--- src/rtl/mips_cpu_load_store_unit.sv ---
// MIPS load/store unit: turns one core byte/half/word request at a time into an
// Avalon-MM access with lane selection, load extension, alignment checks and a bus timeout.
module mips_cpu_load_store_unit #(
  parameter int ENDIAN         = 0,
  parameter int TIMEOUT_CYCLES = 255
) (
  input  logic        clk,
  input  logic        reset,
  input  logic        req_valid,
  output logic        req_ready,
  input  logic        req_write,
  input  logic [1:0]  req_size,
  input  logic        req_signed,
  input  logic [31:0] req_addr,
  input  logic [31:0] req_wdata,
  output logic        resp_valid,
  output logic [31:0] resp_rdata,
  output logic        resp_error,
  output logic [31:0] mem_address,
  output logic        memwrite,
  output logic        memread,
  input  logic        waitrequest,
  output logic [31:0] memwritedata,
  output logic [3:0]  byteenable,
  input  logic [31:0] memreaddata
);

  localparam int CW = $clog2(TIMEOUT_CYCLES + 1);
  localparam logic [CW-1:0] TMO = CW'(TIMEOUT_CYCLES);

  typedef enum logic [1:0] {
    IDLE = 2'd0,
    BUS  = 2'd1,
    RESP = 2'd2
  } state_t;

  state_t        state_q, state_d;
  logic          wr_q, wr_d;
  logic [1:0]    size_q, size_d;
  logic          sgn_q, sgn_d;
  logic [1:0]    off_q, off_d;
  logic [31:0]   mem_address_q, mem_address_d;
  logic [31:0]   memwritedata_q, memwritedata_d;
  logic [3:0]    byteenable_q, byteenable_d;
  logic          memread_q, memread_d;
  logic          memwrite_q, memwrite_d;
  logic          resp_valid_q, resp_valid_d;
  logic [31:0]   resp_rdata_q, resp_rdata_d;
  logic          resp_error_q, resp_error_d;
  logic [CW-1:0] wait_cnt_q, wait_cnt_d;
  logic [CW-1:0] wait_cnt_inc_s;
  logic          bad_req_s;

  function automatic logic [3:0] lane_mask(input logic [1:0] size, input logic [1:0] off);
    logic [3:0] m;
    m = 4'b0000;
    case (size)
      2'b00:   m = (ENDIAN == 0) ? (4'b0001 << off) : (4'b1000 >> off);
      2'b01:   m = ((ENDIAN == 0) == (off[1] == 1'b0)) ? 4'b0011 : 4'b1100;
      2'b10:   m = 4'b1111;
      default: m = 4'b0000;
    endcase
    return m;
  endfunction

  function automatic logic [31:0] store_lanes(input logic [1:0] size, input logic [31:0] wdata);
    logic [31:0] r;
    case (size)
      2'b00:   r = {4{wdata[7:0]}};
      2'b01:   r = {2{wdata[15:0]}};
      2'b10:   r = wdata;
      default: r = 32'd0;
    endcase
    return r;
  endfunction

  // Pick the addressed lane(s) out of the bus word and extend to 32 bits.
  function automatic logic [31:0] load_extend(input logic [31:0] rdata, input logic [1:0] size,
                                              input logic [1:0] off, input logic sgn);
    logic [1:0]  lane;
    logic [7:0]  b;
    logic [15:0] h;
    logic [31:0] r;
    lane = (ENDIAN == 0) ? off : (2'd3 - off);
    case (lane)
      2'd0:    b = rdata[7:0];
      2'd1:    b = rdata[15:8];
      2'd2:    b = rdata[23:16];
      default: b = rdata[31:24];
    endcase
    h = (lane_mask(2'b01, off) == 4'b0011) ? rdata[15:0] : rdata[31:16];
    case (size)
      2'b00:   r = {{24{sgn & b[7]}}, b};
      2'b01:   r = {{16{sgn & h[15]}}, h};
      2'b10:   r = rdata;
      default: r = 32'd0;
    endcase
    return r;
  endfunction

  assign bad_req_s = (req_size == 2'b11) ||
                     ((req_size == 2'b01) && req_addr[0]) ||
                     ((req_size == 2'b10) && (req_addr[1:0] != 2'b00));
  assign wait_cnt_inc_s = wait_cnt_q + 1'b1;

  always_comb begin
    state_d        = state_q;
    wr_d           = wr_q;
    size_d         = size_q;
    sgn_d          = sgn_q;
    off_d          = off_q;
    mem_address_d  = mem_address_q;
    memwritedata_d = memwritedata_q;
    byteenable_d   = byteenable_q;
    memread_d      = memread_q;
    memwrite_d     = memwrite_q;
    wait_cnt_d     = wait_cnt_q;
    resp_valid_d   = 1'b0;
    resp_rdata_d   = 32'd0;
    resp_error_d   = 1'b0;
    case (state_q)
      IDLE: begin
        if (req_valid) begin
          wr_d       = req_write;
          size_d     = req_size;
          sgn_d      = req_signed;
          off_d      = req_addr[1:0];
          wait_cnt_d = '0;
          if (bad_req_s) begin
            state_d      = RESP;
            resp_valid_d = 1'b1;
            resp_error_d = 1'b1;
          end else begin
            state_d        = BUS;
            mem_address_d  = {req_addr[31:2], 2'b00};
            byteenable_d   = lane_mask(req_size, req_addr[1:0]);
            memwritedata_d = store_lanes(req_size, req_wdata);
            memread_d      = ~req_write;
            memwrite_d     = req_write;
          end
        end else begin
          state_d = IDLE;
        end
      end
      BUS: begin
        if (!waitrequest) begin
          state_d      = RESP;
          memread_d    = 1'b0;
          memwrite_d   = 1'b0;
          resp_valid_d = 1'b1;
          resp_rdata_d = wr_q ? 32'd0 : load_extend(memreaddata, size_q, off_q, sgn_q);
        end else begin
          wait_cnt_d = wait_cnt_inc_s;
          // The access gives up in the cycle the count reaches the limit.
          if (wait_cnt_inc_s == TMO) begin
            state_d      = RESP;
            memread_d    = 1'b0;
            memwrite_d   = 1'b0;
            resp_valid_d = 1'b1;
            resp_error_d = 1'b1;
          end else begin
            state_d = BUS;
          end
        end
      end
      RESP:    state_d = IDLE;
      default: state_d = IDLE;
    endcase
  end

  always_ff @(posedge clk) begin
    if (reset) begin
      state_q        <= IDLE;
      wr_q           <= 1'b0;
      size_q         <= 2'b00;
      sgn_q          <= 1'b0;
      off_q          <= 2'b00;
      mem_address_q  <= 32'd0;
      memwritedata_q <= 32'd0;
      byteenable_q   <= 4'b0000;
      memread_q      <= 1'b0;
      memwrite_q     <= 1'b0;
      wait_cnt_q     <= '0;
      resp_valid_q   <= 1'b0;
      resp_rdata_q   <= 32'd0;
      resp_error_q   <= 1'b0;
    end else begin
      state_q        <= state_d;
      wr_q           <= wr_d;
      size_q         <= size_d;
      sgn_q          <= sgn_d;
      off_q          <= off_d;
      mem_address_q  <= mem_address_d;
      memwritedata_q <= memwritedata_d;
      byteenable_q   <= byteenable_d;
      memread_q      <= memread_d;
      memwrite_q     <= memwrite_d;
      wait_cnt_q     <= wait_cnt_d;
      resp_valid_q   <= resp_valid_d;
      resp_rdata_q   <= resp_rdata_d;
      resp_error_q   <= resp_error_d;
    end
  end

  assign req_ready    = (state_q == IDLE) && !reset;
  assign resp_valid   = resp_valid_q;
  assign resp_rdata   = resp_rdata_q;
  assign resp_error   = resp_error_q;
  assign mem_address  = mem_address_q;
  assign memwrite     = memwrite_q;
  assign memread      = memread_q;
  assign memwritedata = memwritedata_q;
  assign byteenable   = byteenable_q;

endmodule
--- config.mk ---
export PLATFORM = sky130hd
export DESIGN_NAME = mips_cpu_load_store_unit
export DESIGN_NICKNAME = d
export VERILOG_FILES = /design/src/rtl/mips_cpu_load_store_unit.sv
export SDC_FILE = /design/constraint.sdc
export NUM_CORES = 1
export LEC_CHECK = 0
export CAP_MARGIN = 20
export CORE_UTILIZATION = 35
export DETAILED_ROUTE_END_ITERATION = 10
export PLACE_DENSITY = 0.68
export SLEW_MARGIN = 20
export SYNTH_ARGS = -nofsm -noshare
export SYNTH_HDL_FRONTEND = slang
export SYNTH_SLANG_ARGS = --single-unit
--- constraint.sdc ---
create_clock -name clk -period 3 [get_ports clk]
set_input_delay 0.45 -clock clk [delete_from_list [all_inputs] [get_ports clk]]
set_output_delay 0.45 -clock clk [all_outputs]
set_load 0.03 [all_outputs]
### Yosys cells after proc, flatten, opt, wreduce, memory -nomap -nowiden

Index checks and enable logic that the tools add are counted.

* logic and storage cells: 86
* flip-flop bits (word level): 118
* output and inout bits: 105

* eq/ne operators: 14
* reduce and logical (&&, ||, !) cells: 17
* shifts and indexed selects: 1
* muxes and demuxes: 34
* add/subtract/negate cells: 1
* bitwise gates (word level): 5

Operators by type and width (number)
* one-hot mux 32 bit (3 select lines): 2
* two-way mux 8 bit: 4
* one-hot mux 8 bit (3 select lines): 1
* two-way mux 16 bit: 1
* two-way mux 4 bit: 4
* one-hot mux 8 bit (2 select lines): 1
* one-hot mux 4 bit (3 select lines): 1
* two-way mux 1 bit: 11
* adder 8 x 1 -> 8 bit (second input constant): 1
* == test 2 x 1 -> 1 bit (second input constant): 4
* == test 2 bit (second input constant): 4
* == test 8 bit (second input constant): 1
* logical NOT 2 bit: 4
* two-way mux 2 bit: 4
* one-hot mux 1 bit (2 select lines): 4
* != test 2 bit (second input constant): 3
* AND reduction 3 bit: 2
* == test 4 x 2 -> 1 bit (second input constant): 1
* one-hot mux 2 bit (2 select lines): 1
* AND reduction 4 bit: 1
* nonzero test 2 bit: 2
* OR reduction 4 bit: 1
* left shift 1 x 2 -> 4 bit (first input constant): 1
* logical AND 1 bit: 3
* other kinds (6): 10

### Longest topological paths before layout

* depth after elaboration: 7
* depth in mapped cells: 7
* gate-level depth less buffers: 6

### Least setup slack after synthesis

No wires, ideal clock.

* kind: input to output
* from: in reset
* to: out req_ready
* cell stages on the path: 3
* required time: 2550 ps
* setup slack: 1115 ps
* data arrival time: 1435 ps
* path through: clkbuf_8 clkbuf_1 nor3_1

* cells in the longest elaborated chain, start to end: 2

RTL lines
* start: declaration: RTL line 8 `input logic reset,`
* logical NOT 1 bit: RTL line 205 `assign req_ready = (state_q == IDLE) && !reset;`
* logical AND 1 bit: RTL line 205
* end: declaration: RTL line 10 `output logic req_ready,`

No other way between the ends.

### Final worst setup path

* from: in req_valid
* to: reg mem_address_q[5] (netlist: mem_address[5])

* cells in the longest elaborated chain, start to end: 1

RTL lines
* start: declaration: RTL line 9 `input logic req_valid,`
* AND reduction 3 bit (no line)
* end signal: assignment: RTL line 193 `mem_address_q <= mem_address_d;`
* end: declaration: RTL line 42 `logic [31:0] mem_address_q, mem_address_d;`

No other way between the ends.
A chain may end at the register's enable or synchronous reset.

==> impl_metrics.ini <==
[run_status]
status = finished clean

[sta]
rsz0062_at_grt = no
relSlewSlack = 0.4042
slew_viol_final = 0
clock_skew_ps = 7.332
finalSetupViolations = 0
timing.fmax_mhz = 457.3
tightest_slew_ps = 893.7
setup_tns_ps = 0
period_needed_ps = 2187
hold_viol_final = 0
final.period_utilization = 0.7289

[synth]
synth_area_leaders = dfxtp_1 (46%), nand2_1 (9.9%), a21oi_1 (9.7%)
synth_edf_count = 0
synthFlopType = dfxtp_1
synthCells = 622
synth_area_um2 = 5055
yosysTopAreaCell = dfxtp_1
seq_area_frac_synth = 0.4634
synth_cell_types = 57
synth.avg_cell_area_um2 = 8.127
synth_seq_cells = 117
yosys_warnings = 0
synth.top_cell.area_share = 0.4634
ys_async_sr_fraction = 0

[clocking]
cts_setup_buffers = 0
cts_hold_buf = 0
cts_buffer_depth = 2
clkLatencyLatePin_ps = 410
cts_tree = built
cts_resized = 0
cts_buffers = 17
clk_pin_slew_ps = 50
root_buffer = clkbuf_16
cts_max_level = 4
cts_sinks = 117

[worst_setup_path]
cp.arrival_ps = 2510
start_kind = input pin
critical_path_class = in -> reg
worstPathMaxFanout = 30
end_kind = register
cp.required_ps = 3330

[floorplan]
core_um2 = 13990
io_pins = 209
rows = 43
die_w_um = 122.2
start_util = 0.3614
die_y_um = 122.2
die-area_um2 = 14930

[final_layout]
final_core_util = 0.5572
num-nets-final = 914
drive_above_1_share = 0.08161
ff_latch_area_um2 = 2342
areaGrowthSynthToFinish_pct = 54.18
nFillCells = 1275
antennaDiodeCount = 0
multiInputGateArea_um2 = 2472

[power_and_ir_drop]
p_clk_frac = 0.439
power.internal_uw = 3262
p_leak_uw = 0.002754
cellPowerDensity_nw_per_um2 = 569.8
netSwitchingFraction = 0.2655
comb_power_share = 0.182
vdd_drop_max_mv = 0.2725
p_switching_uw = 1179
p_total_uw = 4441
seq_power_share = 0.379

[place]
hpwlAfterDp_um = 11160
finalWeightedCongestion = 0.8462
portBuffers = 206

[global_routing]
antenna_found_initial = 0
grt_remaining_overflow = 0
grt_max_degree = 89
grt_pass1_vias = 4878
track_usage = 0.2086
grt_pass1_wl_um = 24050

[job]
drv_cap = 0

[detailed_routing]
vias = 5153
ant_nets = 0
wl_um = 15590
detail_route.wl_per_cell_um = 15.58
drt_first_iter_violations = 338
vias_per_cell = 5.148
drt-pass1-iter-count = 5
drc_errors = 0

[min_path]
hp-class = reg -> reg
power by group through the flow:
stage / logic, µW / registers, µW / clock network, µW
final: 807 / 1680 / 1950
after global routing: 868 / 1690 / 2060
after CTS: 808 / 1690 / 1990
after detailed placement: 805 / 1720 / 0
after global placement: 795 / 1710 / 0
after floorplan: 315 / 1840 / 0
synth_stat cells (all sizes together) (2+ instances only):
cell type,count
mux2,9
mux4,7
a21oi,98
a22oi,15
nand3,5
nor2b,12
a2111oi,2
ha,2
mux2i,2
nor2,65
a311oi,2
a211oi,8
a31oi,2
buf,20
clkbuf,31
o211ai,2
o22ai,3
nor3,28
or3,3
xnor2,2
a21o,2
nand2b,3
nand2,133
dfxtp,117
nand4b,3
o21ai,23
or3b,2
cells in the final DEF (no fill, tap or decap), drive strengths merged, types with 3 or more instances in the layout:
cell	count
nand2b	3
nand3	5
a21oi	98
buf	12
mux4	7
clkbuf	22
clkdlybuf4s50	205
a22oi	15
nor2	65
or3	3
nand2	133
mux2	9
nor3	28
nand4b	3
o22ai	3
o21ai	23
nor2b	12
a211oi	8
dfxtp	117
clkinv	7
final timing paths:
path,to,slack (ps),cells past startpoint,start
worst min register to register,mem_address[20],450,2,mem_address[20]
worst max register to register,resp_rdata[30],870,5,off_q[1]
worst max-delay path,mem_address[5],810,6,req_valid
worst min-delay path,mem_address[20],450,2,mem_address[20]
worst max-delay path: stages:
cell and delay, ps:
clkdlybuf4s50_1 510, or3b_1 570, nor2_4 520, buf_12 250
nand2_1 80, a21oi_1 120
cells by family after synthesis:
kind of cell	synth area share
simple gates	0.2302
compound gates	0.1906
flops	0.4634
buf+inv	0.05074
mux	0.05594
fa+ha+maj	0.004950
xor+xnor	0.003466
other cells	0.0007419
flip-flops by register name (all words and copies together) (netlist names), 2 cells and up:
register,count
memwritedata,32
resp_rdata,32
mem_address,30
wait_cnt_q,8
byteenable,4
off_q,2
size_q,2
state_q,2
per-layer routing:
| metal | GRT usage | share of wire |
|---|---|---|
| met4 | 0.06936 | 0.014 |
| met1 | 0.2504 | 0.41 |
| met2 | 0.3418 | 0.48 |
| met5 | 0 | 0 |
| met3 | 0.07865 | 0.098 |
metrics by stage:
stage	cell area [µm²]	hold WS [ps]	cells	worst slack [ps]
after floorplan	5059	436.1	623	1115
after global placement	7224	441.3	969	511.9
after detailed placement	7224	447.1	969	412.8
after CTS	7794	453.1	1001	831.3
after global routing	7794	469.7	1001	719.4
final	7794	450.1	1001	813.3
cell type report:
type                       instances  share of cell area
sequential                       117              0.3005
inverter                           2           0.0009632
clock inverter                    10             0.01349
tap                              180             0.02890
multi-input combinational        453              0.3172
timing repair buffer             217              0.2793
clock buffer                      22             0.05956
Note: power is estimated with default switching activity, not from simulation.
